$ cat config.mk
export PLATFORM = sky130hd
export DESIGN_NAME = padin_cond_flat
export DESIGN_NICKNAME = d
export VERILOG_FILES = /design/src/rtl/padin_cond_pkg.sv /design/src/rtl/padin_cond_if.sv /design/src/rtl/padin_filt_ch.sv /design/src/rtl/padin_cond.sv /design/src/flat_wrapper.sv
export SDC_FILE = /design/constraint.sdc
export NUM_CORES = 1
export LEC_CHECK = 0
export BUFFER_PORTS_ARGS = -buffer_cell sky130_fd_sc_hd__buf_4
export CAP_MARGIN = 20
export CORE_ASPECT_RATIO = 1.1
export CORE_MARGIN = 2
export CORE_UTILIZATION = 32
export CTS_CLUSTER_DIAMETER = 120
export DETAILED_ROUTE_END_ITERATION = 10
export PLACE_DENSITY = 0.51
export SLEW_MARGIN = 20
export SYNTH_ARGS = -nofsm -noshare
export SYNTH_HDL_FRONTEND = slang
export SYNTH_SLANG_ARGS = --single-unit
export TNS_END_PERCENT = 5
$ cat constraint.sdc
create_clock -name clk1 -period 2.9 [get_ports clk1]
set_clock_uncertainty 0.15 [all_clocks]
set_input_delay 0 -clock clk1 [delete_from_list [all_inputs] [get_ports clk1]]
set_output_delay 0 -clock clk1 [all_outputs]
set_load 0.005 [all_outputs]
$ cat src/rtl/padin_cond_pkg.sv
// Shared constants and types for the pad-input conditioning block.
package padin_cond_pkg;

    localparam int unsigned NUM_IN_DEF      = 3;
    localparam int unsigned CH_X0           = 0;
    localparam int unsigned CH_X1           = 1;
    localparam int unsigned CH_X34          = 2;

    localparam int unsigned SYNC_STAGES_DEF = 2;
    localparam int unsigned FILT_LEN_DEF    = 8;
    localparam int unsigned FILT_CNT_W_DEF  = 4;

    typedef logic [FILT_CNT_W_DEF-1:0] filt_cnt_t;

endpackage

$ cat src/rtl/padin_cond_if.sv
// Pad-side and core-side signal bundle of padin_cond.
// Optional sticky event port: PADIN_COND_STICKY_EN.
interface padin_cond_if #(
    parameter int unsigned NUM_IN = padin_cond_pkg::NUM_IN_DEF
);
    logic [NUM_IN-1:0] pad_i;
    logic              filt_bypass_i;
    logic [NUM_IN-1:0] filt_o;
    logic [NUM_IN-1:0] rise_o;
    logic [NUM_IN-1:0] fall_o;
`ifdef PADIN_COND_STICKY_EN
    logic              clr_i;
    logic [NUM_IN-1:0] evt_sticky_o;

    modport master (
        output pad_i, filt_bypass_i, clr_i,
        input  filt_o, rise_o, fall_o, evt_sticky_o
    );
    modport slave (
        input  pad_i, filt_bypass_i, clr_i,
        output filt_o, rise_o, fall_o, evt_sticky_o
    );
`else
    modport master (
        output pad_i, filt_bypass_i,
        input  filt_o, rise_o, fall_o
    );
    modport slave (
        input  pad_i, filt_bypass_i,
        output filt_o, rise_o, fall_o
    );
`endif
endinterface

$ cat src/rtl/padin_filt_ch.sv
// One pad channel: clk1 synchronizer, stability-count deglitch filter and
// registered rise/fall pulses aligned with the first cycle of the new level.
module padin_filt_ch
    import padin_cond_pkg::*;
#(
    parameter int unsigned SYNC_STAGES = SYNC_STAGES_DEF,
    parameter int unsigned FILT_LEN    = FILT_LEN_DEF,
    parameter int unsigned FILT_CNT_W  = FILT_CNT_W_DEF
) (
    input  logic clk1,
    input  logic rst_n,
    input  logic pad_i,
    input  logic filt_bypass_i,
    output logic filt_o,
    output logic rise_o,
    output logic fall_o
);

    localparam logic [FILT_CNT_W-1:0] CNT_LAST = FILT_CNT_W'(FILT_LEN - 1);
    localparam logic [FILT_CNT_W-1:0] CNT_ONE  = FILT_CNT_W'(1);

    logic [SYNC_STAGES-1:0] sync_q;
    logic                   sync_bit;
    logic [FILT_CNT_W-1:0]  cnt_q;
    logic [FILT_CNT_W-1:0]  cnt_nxt;
    logic                   filt_q;
    logic                   filt_nxt;
    logic                   rise_q;
    logic                   rise_nxt;
    logic                   fall_q;
    logic                   fall_nxt;

    assign sync_bit = sync_q[SYNC_STAGES-1];

    // State registers; the pulses are registered from the level transition.
    always_ff @(posedge clk1 or negedge rst_n) begin
        if (!rst_n) begin
            sync_q <= '0;
            cnt_q  <= '0;
            filt_q <= 1'b0;
            rise_q <= 1'b0;
            fall_q <= 1'b0;
        end else begin
            sync_q <= {sync_q[SYNC_STAGES-2:0], pad_i};
            cnt_q  <= cnt_nxt;
            filt_q <= filt_nxt;
            rise_q <= rise_nxt;
            fall_q <= fall_nxt;
        end
    end

    // Accept a new synced level only after FILT_LEN consecutive samples.
    always_comb begin
        cnt_nxt  = cnt_q;
        filt_nxt = filt_q;
        if (filt_bypass_i) begin
            filt_nxt = sync_bit;
            cnt_nxt  = '0;
        end else if (sync_bit == filt_q) begin
            cnt_nxt  = '0;
        end else if (cnt_q == CNT_LAST) begin
            filt_nxt = sync_bit;
            cnt_nxt  = '0;
        end else begin
            cnt_nxt  = cnt_q + CNT_ONE;
        end
        rise_nxt = filt_nxt & ~filt_q;
        fall_nxt = ~filt_nxt & filt_q;
    end

    assign filt_o = filt_q;
    assign rise_o = rise_q;
    assign fall_o = fall_q;

endmodule

$ cat src/rtl/padin_cond.sv
// Conditions the layer-0 IN_PAD core-side outputs (X0, X1, X34) into clk1.
// Optional sticky event register: PADIN_COND_STICKY_EN.
module padin_cond
    import padin_cond_pkg::*;
#(
    parameter int unsigned NUM_IN      = NUM_IN_DEF,
    parameter int unsigned SYNC_STAGES = SYNC_STAGES_DEF,
    parameter int unsigned FILT_LEN    = FILT_LEN_DEF,
    parameter int unsigned FILT_CNT_W  = FILT_CNT_W_DEF
) (
    input  logic          clk1,
    input  logic          rst_n,
    padin_cond_if.slave   bus
);

    logic [NUM_IN-1:0] filt_w;
    logic [NUM_IN-1:0] rise_w;
    logic [NUM_IN-1:0] fall_w;

    for (genvar n = 0; n < NUM_IN; n++) begin : g_ch
        padin_filt_ch #(
            .SYNC_STAGES (SYNC_STAGES),
            .FILT_LEN    (FILT_LEN),
            .FILT_CNT_W  (FILT_CNT_W)
        ) u_ch (
            .clk1          (clk1),
            .rst_n         (rst_n),
            .pad_i         (bus.pad_i[n]),
            .filt_bypass_i (bus.filt_bypass_i),
            .filt_o        (filt_w[n]),
            .rise_o        (rise_w[n]),
            .fall_o        (fall_w[n])
        );
    end

    assign bus.filt_o = filt_w;
    assign bus.rise_o = rise_w;
    assign bus.fall_o = fall_w;

`ifdef PADIN_COND_STICKY_EN
    logic [NUM_IN-1:0] sticky_q;

    // New events override a coincident clear so none is lost.
    always_ff @(posedge clk1 or negedge rst_n) begin
        if (!rst_n) begin
            sticky_q <= '0;
        end else begin
            sticky_q <= (sticky_q & ~{NUM_IN{bus.clr_i}}) | rise_w | fall_w;
        end
    end

    assign bus.evt_sticky_o = sticky_q;
`endif

endmodule
$ cat src/flat_wrapper.sv
// flat-port wrapper written by rule: the top's interface ports become plain ports
module padin_cond_flat import padin_cond_pkg::*;
#(
    parameter int unsigned NUM_IN      = NUM_IN_DEF,
    parameter int unsigned SYNC_STAGES = SYNC_STAGES_DEF,
    parameter int unsigned FILT_LEN    = FILT_LEN_DEF,
    parameter int unsigned FILT_CNT_W  = FILT_CNT_W_DEF
)
  (clk1, rst_n, bus_pad_i, bus_filt_bypass_i, bus_filt_o, bus_rise_o, bus_fall_o);
  padin_cond_if #(.NUM_IN(NUM_IN)) bus_i ();
  input  logic clk1;
  input  logic rst_n;
  input wire logic [$bits(bus_i.pad_i)-1:0] bus_pad_i;
  input wire logic [$bits(bus_i.filt_bypass_i)-1:0] bus_filt_bypass_i;
  output wire logic [$bits(bus_i.filt_o)-1:0] bus_filt_o;
  output wire logic [$bits(bus_i.rise_o)-1:0] bus_rise_o;
  output wire logic [$bits(bus_i.fall_o)-1:0] bus_fall_o;
  assign bus_i.pad_i = bus_pad_i;
  assign bus_i.filt_bypass_i = bus_filt_bypass_i;
  assign bus_filt_o = bus_i.filt_o;
  assign bus_rise_o = bus_i.rise_o;
  assign bus_fall_o = bus_i.fall_o;
  padin_cond #(.NUM_IN(NUM_IN), .SYNC_STAGES(SYNC_STAGES), .FILT_LEN(FILT_LEN), .FILT_CNT_W(FILT_CNT_W)) u_core (.clk1(clk1), .rst_n(rst_n), .bus(bus_i));
endmodule
# ---- After elaboration in Yosys (flattened, before gate mapping)
# Index checks and enable logic that the tools add are counted.
dict set report word_totals {
  input_bits 6
  word_cells 54
  ff_bits 27
  out_inout_bits 9
}
dict set report classes {
  n_bitwise 12
  eq_ne 6
  n_mux 18
  n_addsub 3
}
# cell count
set ops {}
lappend ops {{4-bit 2-to-1 mux} 9}
lappend ops {{4-bit by 1-bit adder with 4-bit output, second input constant} 3}
lappend ops {{4-bit by 3-bit equality test with 1-bit output, second input constant} 3}
lappend ops {{1-bit 2-to-1 mux} 9}
lappend ops {{1-bit bitwise AND} 6}
lappend ops {{1-bit NOT} 6}
lappend ops {{1-bit equality test} 3}

# ---- Longest topological paths before layout
dict set report depth {
  word_depth 6
  ltp_mapped 4
  mapped_depth_nobuf 4
}

# ---- Hierarchy
# From an unflattened synthesis, not the netlist that was laid out.
dict set report unflattened {
  hier_cells 81
  hier_area_um2 1047.3
}
# module area_per_inst_um2 n_inst seq_area_each_um2 cells_per_inst
set by_module_without_submodules {}
lappend by_module_without_submodules {padin_filt_ch 349.1 3 225.2 27}

# ---- Least setup slack after synthesis
# No wires, ideal clock.
dict set report synth_timing {
  kind {reg-to-reg}
  from {reg u_core.g_ch[1].u_ch.cnt_q[0]}
  to {reg u_core.g_ch[1].u_ch.filt_q}
  synth_period_minus_slack_ns 1.499
  path_buffers 0
  stages_incl_launch_ff 5
  t_required_ns 2.625
  t_arrival_ns 1.224
  setup_ns 0.125
  path_slack_ns 1.401
  path_cell_list {dfrtp_1 ha_1 and3b_1 nor2_2 mux2_4}
}
dict set report synth_between {
  elab_chain_cells 4
}
# element line
set synth_rtl {}
lappend synth_rtl {{start: declaration} padin_filt_ch.sv:24} ;# logic [FILT_CNT_W-1:0] cnt_q;
lappend synth_rtl {{start signal: assignment} padin_filt_ch.sv:45} ;# cnt_q <= cnt_nxt;
lappend synth_rtl {{4-bit by 3-bit equality test with 1-bit output} padin_filt_ch.sv:61} ;# end else if (cnt_q == CNT_LAST) begin
lappend synth_rtl {{1-bit 2-to-1 mux} padin_filt_ch.sv:61}
lappend synth_rtl {{1-bit 2-to-1 mux} padin_filt_ch.sv:59} ;# end else if (sync_bit == filt_q) begin
lappend synth_rtl {{1-bit 2-to-1 mux} padin_filt_ch.sv:56} ;# if (filt_bypass_i) begin
lappend synth_rtl {{net u_core.g_ch[1].u_ch.filt_nxt} padin_filt_ch.sv:27} ;# logic filt_nxt;
lappend synth_rtl {{end signal: assignment} padin_filt_ch.sv:46} ;# filt_q <= filt_nxt;
lappend synth_rtl {{end: declaration} padin_filt_ch.sv:26} ;# logic filt_q;
# The timed path passes the listed nets, and every way through them passes these cells.

# ---- Final worst setup path
dict set report layout_timing {
  from {reg u_core.g_ch[2].u_ch.cnt_q[0]}
  to {reg u_core.g_ch[2].u_ch.filt_q}
}
dict set report layout_between {
  elab_chain_cells 4
}
# element line
set layout_rtl {}
lappend layout_rtl {{start: declaration} padin_filt_ch.sv:24}
lappend layout_rtl {{start signal: assignment} padin_filt_ch.sv:45}
lappend layout_rtl {{4-bit by 3-bit equality test with 1-bit output} padin_filt_ch.sv:61}
lappend layout_rtl {{1-bit 2-to-1 mux} padin_filt_ch.sv:61}
lappend layout_rtl {{1-bit 2-to-1 mux} padin_filt_ch.sv:59}
lappend layout_rtl {{1-bit 2-to-1 mux} padin_filt_ch.sv:56}
lappend layout_rtl {{net u_core.g_ch[2].u_ch.filt_nxt} padin_filt_ch.sv:27}
lappend layout_rtl {{end signal: assignment} padin_filt_ch.sv:46}
lappend layout_rtl {{end: declaration} padin_filt_ch.sv:26}
# The timed path passes the listed nets, and every way through them passes these cells.

==> impl_metrics.tcl <==
set metrics [dict create \
    outcome "finished clean" \
    io_pins 15 \
    finalHoldViolCount 0 \
    cp-start-kind "register" \
    crit_type "register to register" \
    ir_worst_vdd_mv 0.204 \
    post_cts_buffers 0 \
    holdPathEnd "u_core.g_ch[1].u_ch.sync_q[0]$_DFF_PN0_" \
    antenna_found_initial 0 \
    cts.sinks 27 \
    ff_latch_area_um2 676 \
    synthCells 90 \
    slew_viol_final 0 \
    power.density_nw_per_um2 492 \
    hold_class "input pin to register" \
    dp_cells 131 \
    endpoint_kind "register" \
    ctsResizeCount 0 \
    place_congestion 0.686 \
    clock.fmax_mhz 634 \
    first_global_vias 628 \
    rr_endpoint "u_core.g_ch[2].u_ch.filt_o$_DFF_PN0_" \
    worstMarginPinSlew_ns 0.177 \
    ys_seq_area_frac 0.616 \
    cts_tree "yes" \
    syn_area_um2 1100 \
    cp_data_arrival_time_ns 1.65 \
    grt_pass1_wl_mm 2.67 \
    detail_route.wl_per_cell_um 10.7 \
    core_um2 3300 \
    finalCritPeriodShare 0.543 \
    clk_pin_slew_worst_paths_ns 0.14 \
    drc_errors 0 \
    syn_area_per_cell_um2 12.2 \
    reg2reg_slack_ns 1.32 \
    tns_ns 0 \
    final_cells 142 \
    io_buffers 14 \
    synth_nets 99 \
    post-route-min-period_ns 1.58 \
    worstRegToRegCells 4 \
    maxCapViolCount 0 \
    ys_warn_count 0 \
    gr-usage-all-layers 0.0936 \
    first_pass_iters 4 \
    ctsLongestPathBuffers 2 \
    ant_nets 0 \
    routed_wl_mm 1.51 \
    regToRegStartpoint "u_core.g_ch[2].u_ch.cnt_q[0]$_DFF_PN0_" \
    rsz0062_at_grt "no" \
    critPathRequiredTime_ns 2.97 \
    synth-seq-cells 27 \
    ctsHtreeMaxLevel 1 \
    dieArea_um2 3910 \
    power_leakage_nw 0.644 \
    cts_buffers 3 \
    finalSetupViolations 0 \
    relSlewSlack 0.881 \
    fp-row-count 22 \
    cts_hold_buf 7 \
    vias 622 \
    grt_max_degree 28 \
    routed_via_density 4.38 \
    die_h_um 65.4 \
    hold_path_startpoint "bus_pad_i[1]" \
    cp_max_fo 3 \
    n_fill_cell 327 \
    drt_iter0_drc 14 \
    dp_hpwl_mm 1.10 \
    clock_latency_ns 0.32 \
    start_util 0.332 \
    whs_path_depth 2 \
    fp.dieW_um 59.8 \
    overflow 0 \
    nets 116 \
    synth_cell_type_count 14 \
    multiInputGateArea_um2 342 \
    n_antenna_cell 0 \
    drive_gt1_frac 0.236 \
    cts_root_buf "clkbuf_4" \
    area_delta_synth_final_pct 17.4 \
]
## flip-flops by register name, summed over array words and instances, names as in the netlist
register / count
u_core.g_ch.u_ch.cnt_q: 12
u_core.g_ch.u_ch.fall_o: 3
u_core.g_ch.u_ch.filt_o: 3
u_core.g_ch.u_ch.rise_o: 3
u_core.g_ch.u_ch.sync_q: 6
## cell usage in the layout, fill, tap and decap left out
cell type and n:
a21o_1 3, dlygate4sd3_1 6, and3b_1 3, nor3_1 3, nand2b_1 6, ha_1 3
clkbuf_4 3, inv_1 3, nor2_1 18, nand3_1 3, buf_12 1, dfrtp_1 27
mux2_4 3, nor2_2 3, xnor2_1 3, clkinv_2 1, buf_4 14, mux2i_1 3
## worst max-delay path, stage by stage (launching register included)
cell	delay, ns
dfrtp_1	0.43
ha_1	0.24
and3b_1	0.21
nor2_2	0.15
mux2_4	0.31
## layout make-up
class                   count  area share
flip-flops and latches     27       0.525
multi-input cells          51       0.266
well taps                  36      0.0350
clock buffers               3      0.0175
repair buffers             21       0.144
clock inverters             1     0.00389
inverters                   3     0.00875
## through the flow
step,util,instance area [um2],hold WS [ns],power (mW),setup slack [ns]
floorplan,-,1100,-0.446,0.453,1.40
global placement,0.357,1180,-0.218,0.473,1.35
detailed placement,0.357,1180,-0.215,0.476,1.33
CTS,0.389,1290,0.141,0.649,1.32
global route,0.389,1290,0.151,0.671,1.25
finish,0.389,1290,0.169,0.633,1.32
## where the power goes
part	internal [mW]	switching (mW)
Clock	0.0516	0.106
Combinational	0.0402	0.0301
Sequential	0.394	0.0112
## how the worst max path moves through the flow
| stage | from | endpoint |
|---|---|---|
| after CTS | u_core.g_ch[2].u_ch.cnt_q[0]$_DFF_PN0_ | u_core.g_ch[2].u_ch.filt_o$_DFF_PN0_ |
| after global placement | u_core.g_ch[1].u_ch.cnt_q[0]$_DFF_PN0_ | u_core.g_ch[1].u_ch.filt_o$_DFF_PN0_ |
| after floorplan | u_core.g_ch[1].u_ch.cnt_q[0]$_DFF_PN0_ | u_core.g_ch[1].u_ch.filt_o$_DFF_PN0_ |
| after global routing | u_core.g_ch[2].u_ch.cnt_q[0]$_DFF_PN0_ | u_core.g_ch[2].u_ch.filt_o$_DFF_PN0_ |
| final | u_core.g_ch[2].u_ch.cnt_q[0]$_DFF_PN0_ | u_core.g_ch[2].u_ch.filt_o$_DFF_PN0_ |
| after detailed placement | u_core.g_ch[2].u_ch.cnt_q[0]$_DFF_PN0_ | u_core.g_ch[2].u_ch.filt_o$_DFF_PN0_ |
## layer usage
| metal | global-route usage | wire length, um |
|---|---|---|
| met5 | 0 | 0 |
| met1 | 0.106 | 664 |
| met4 | 0.0583 | 25 |
| met3 | 0.0177 | 56 |
| met2 | 0.158 | 767 |
## cells in the mapped netlist
cell type / instances / area (um2)
a21o_1: 3 / 22.5
and3b_1: 3 / 26.3
buf_4: 9 / 67.6
dfrtp_1: 27 / 676
ha_1: 3 / 37.5
inv_1: 3 / 11.3
mux2_4: 3 / 45.0
mux2i_1: 3 / 30.0
nand2b_1: 6 / 37.5
nand3_1: 3 / 15.0
nor2_1: 18 / 67.6
nor2_2: 3 / 18.8
nor3_1: 3 / 15.0
xnor2_1: 3 / 26.3
## kinds of logic (layout without fill, tap and decap cells)
kind of cell,after synthesis,in the layout,share of synthesized area
simple gates,36,36,0.164
buf+inv,12,28,0.0719
fa+ha+maj,3,3,0.0343
compound gates,3,3,0.0205
xor+xnor,3,3,0.0240
mux,6,6,0.0685
flops,27,27,0.616
Note: power is estimated with default switching activity, not from simulation.
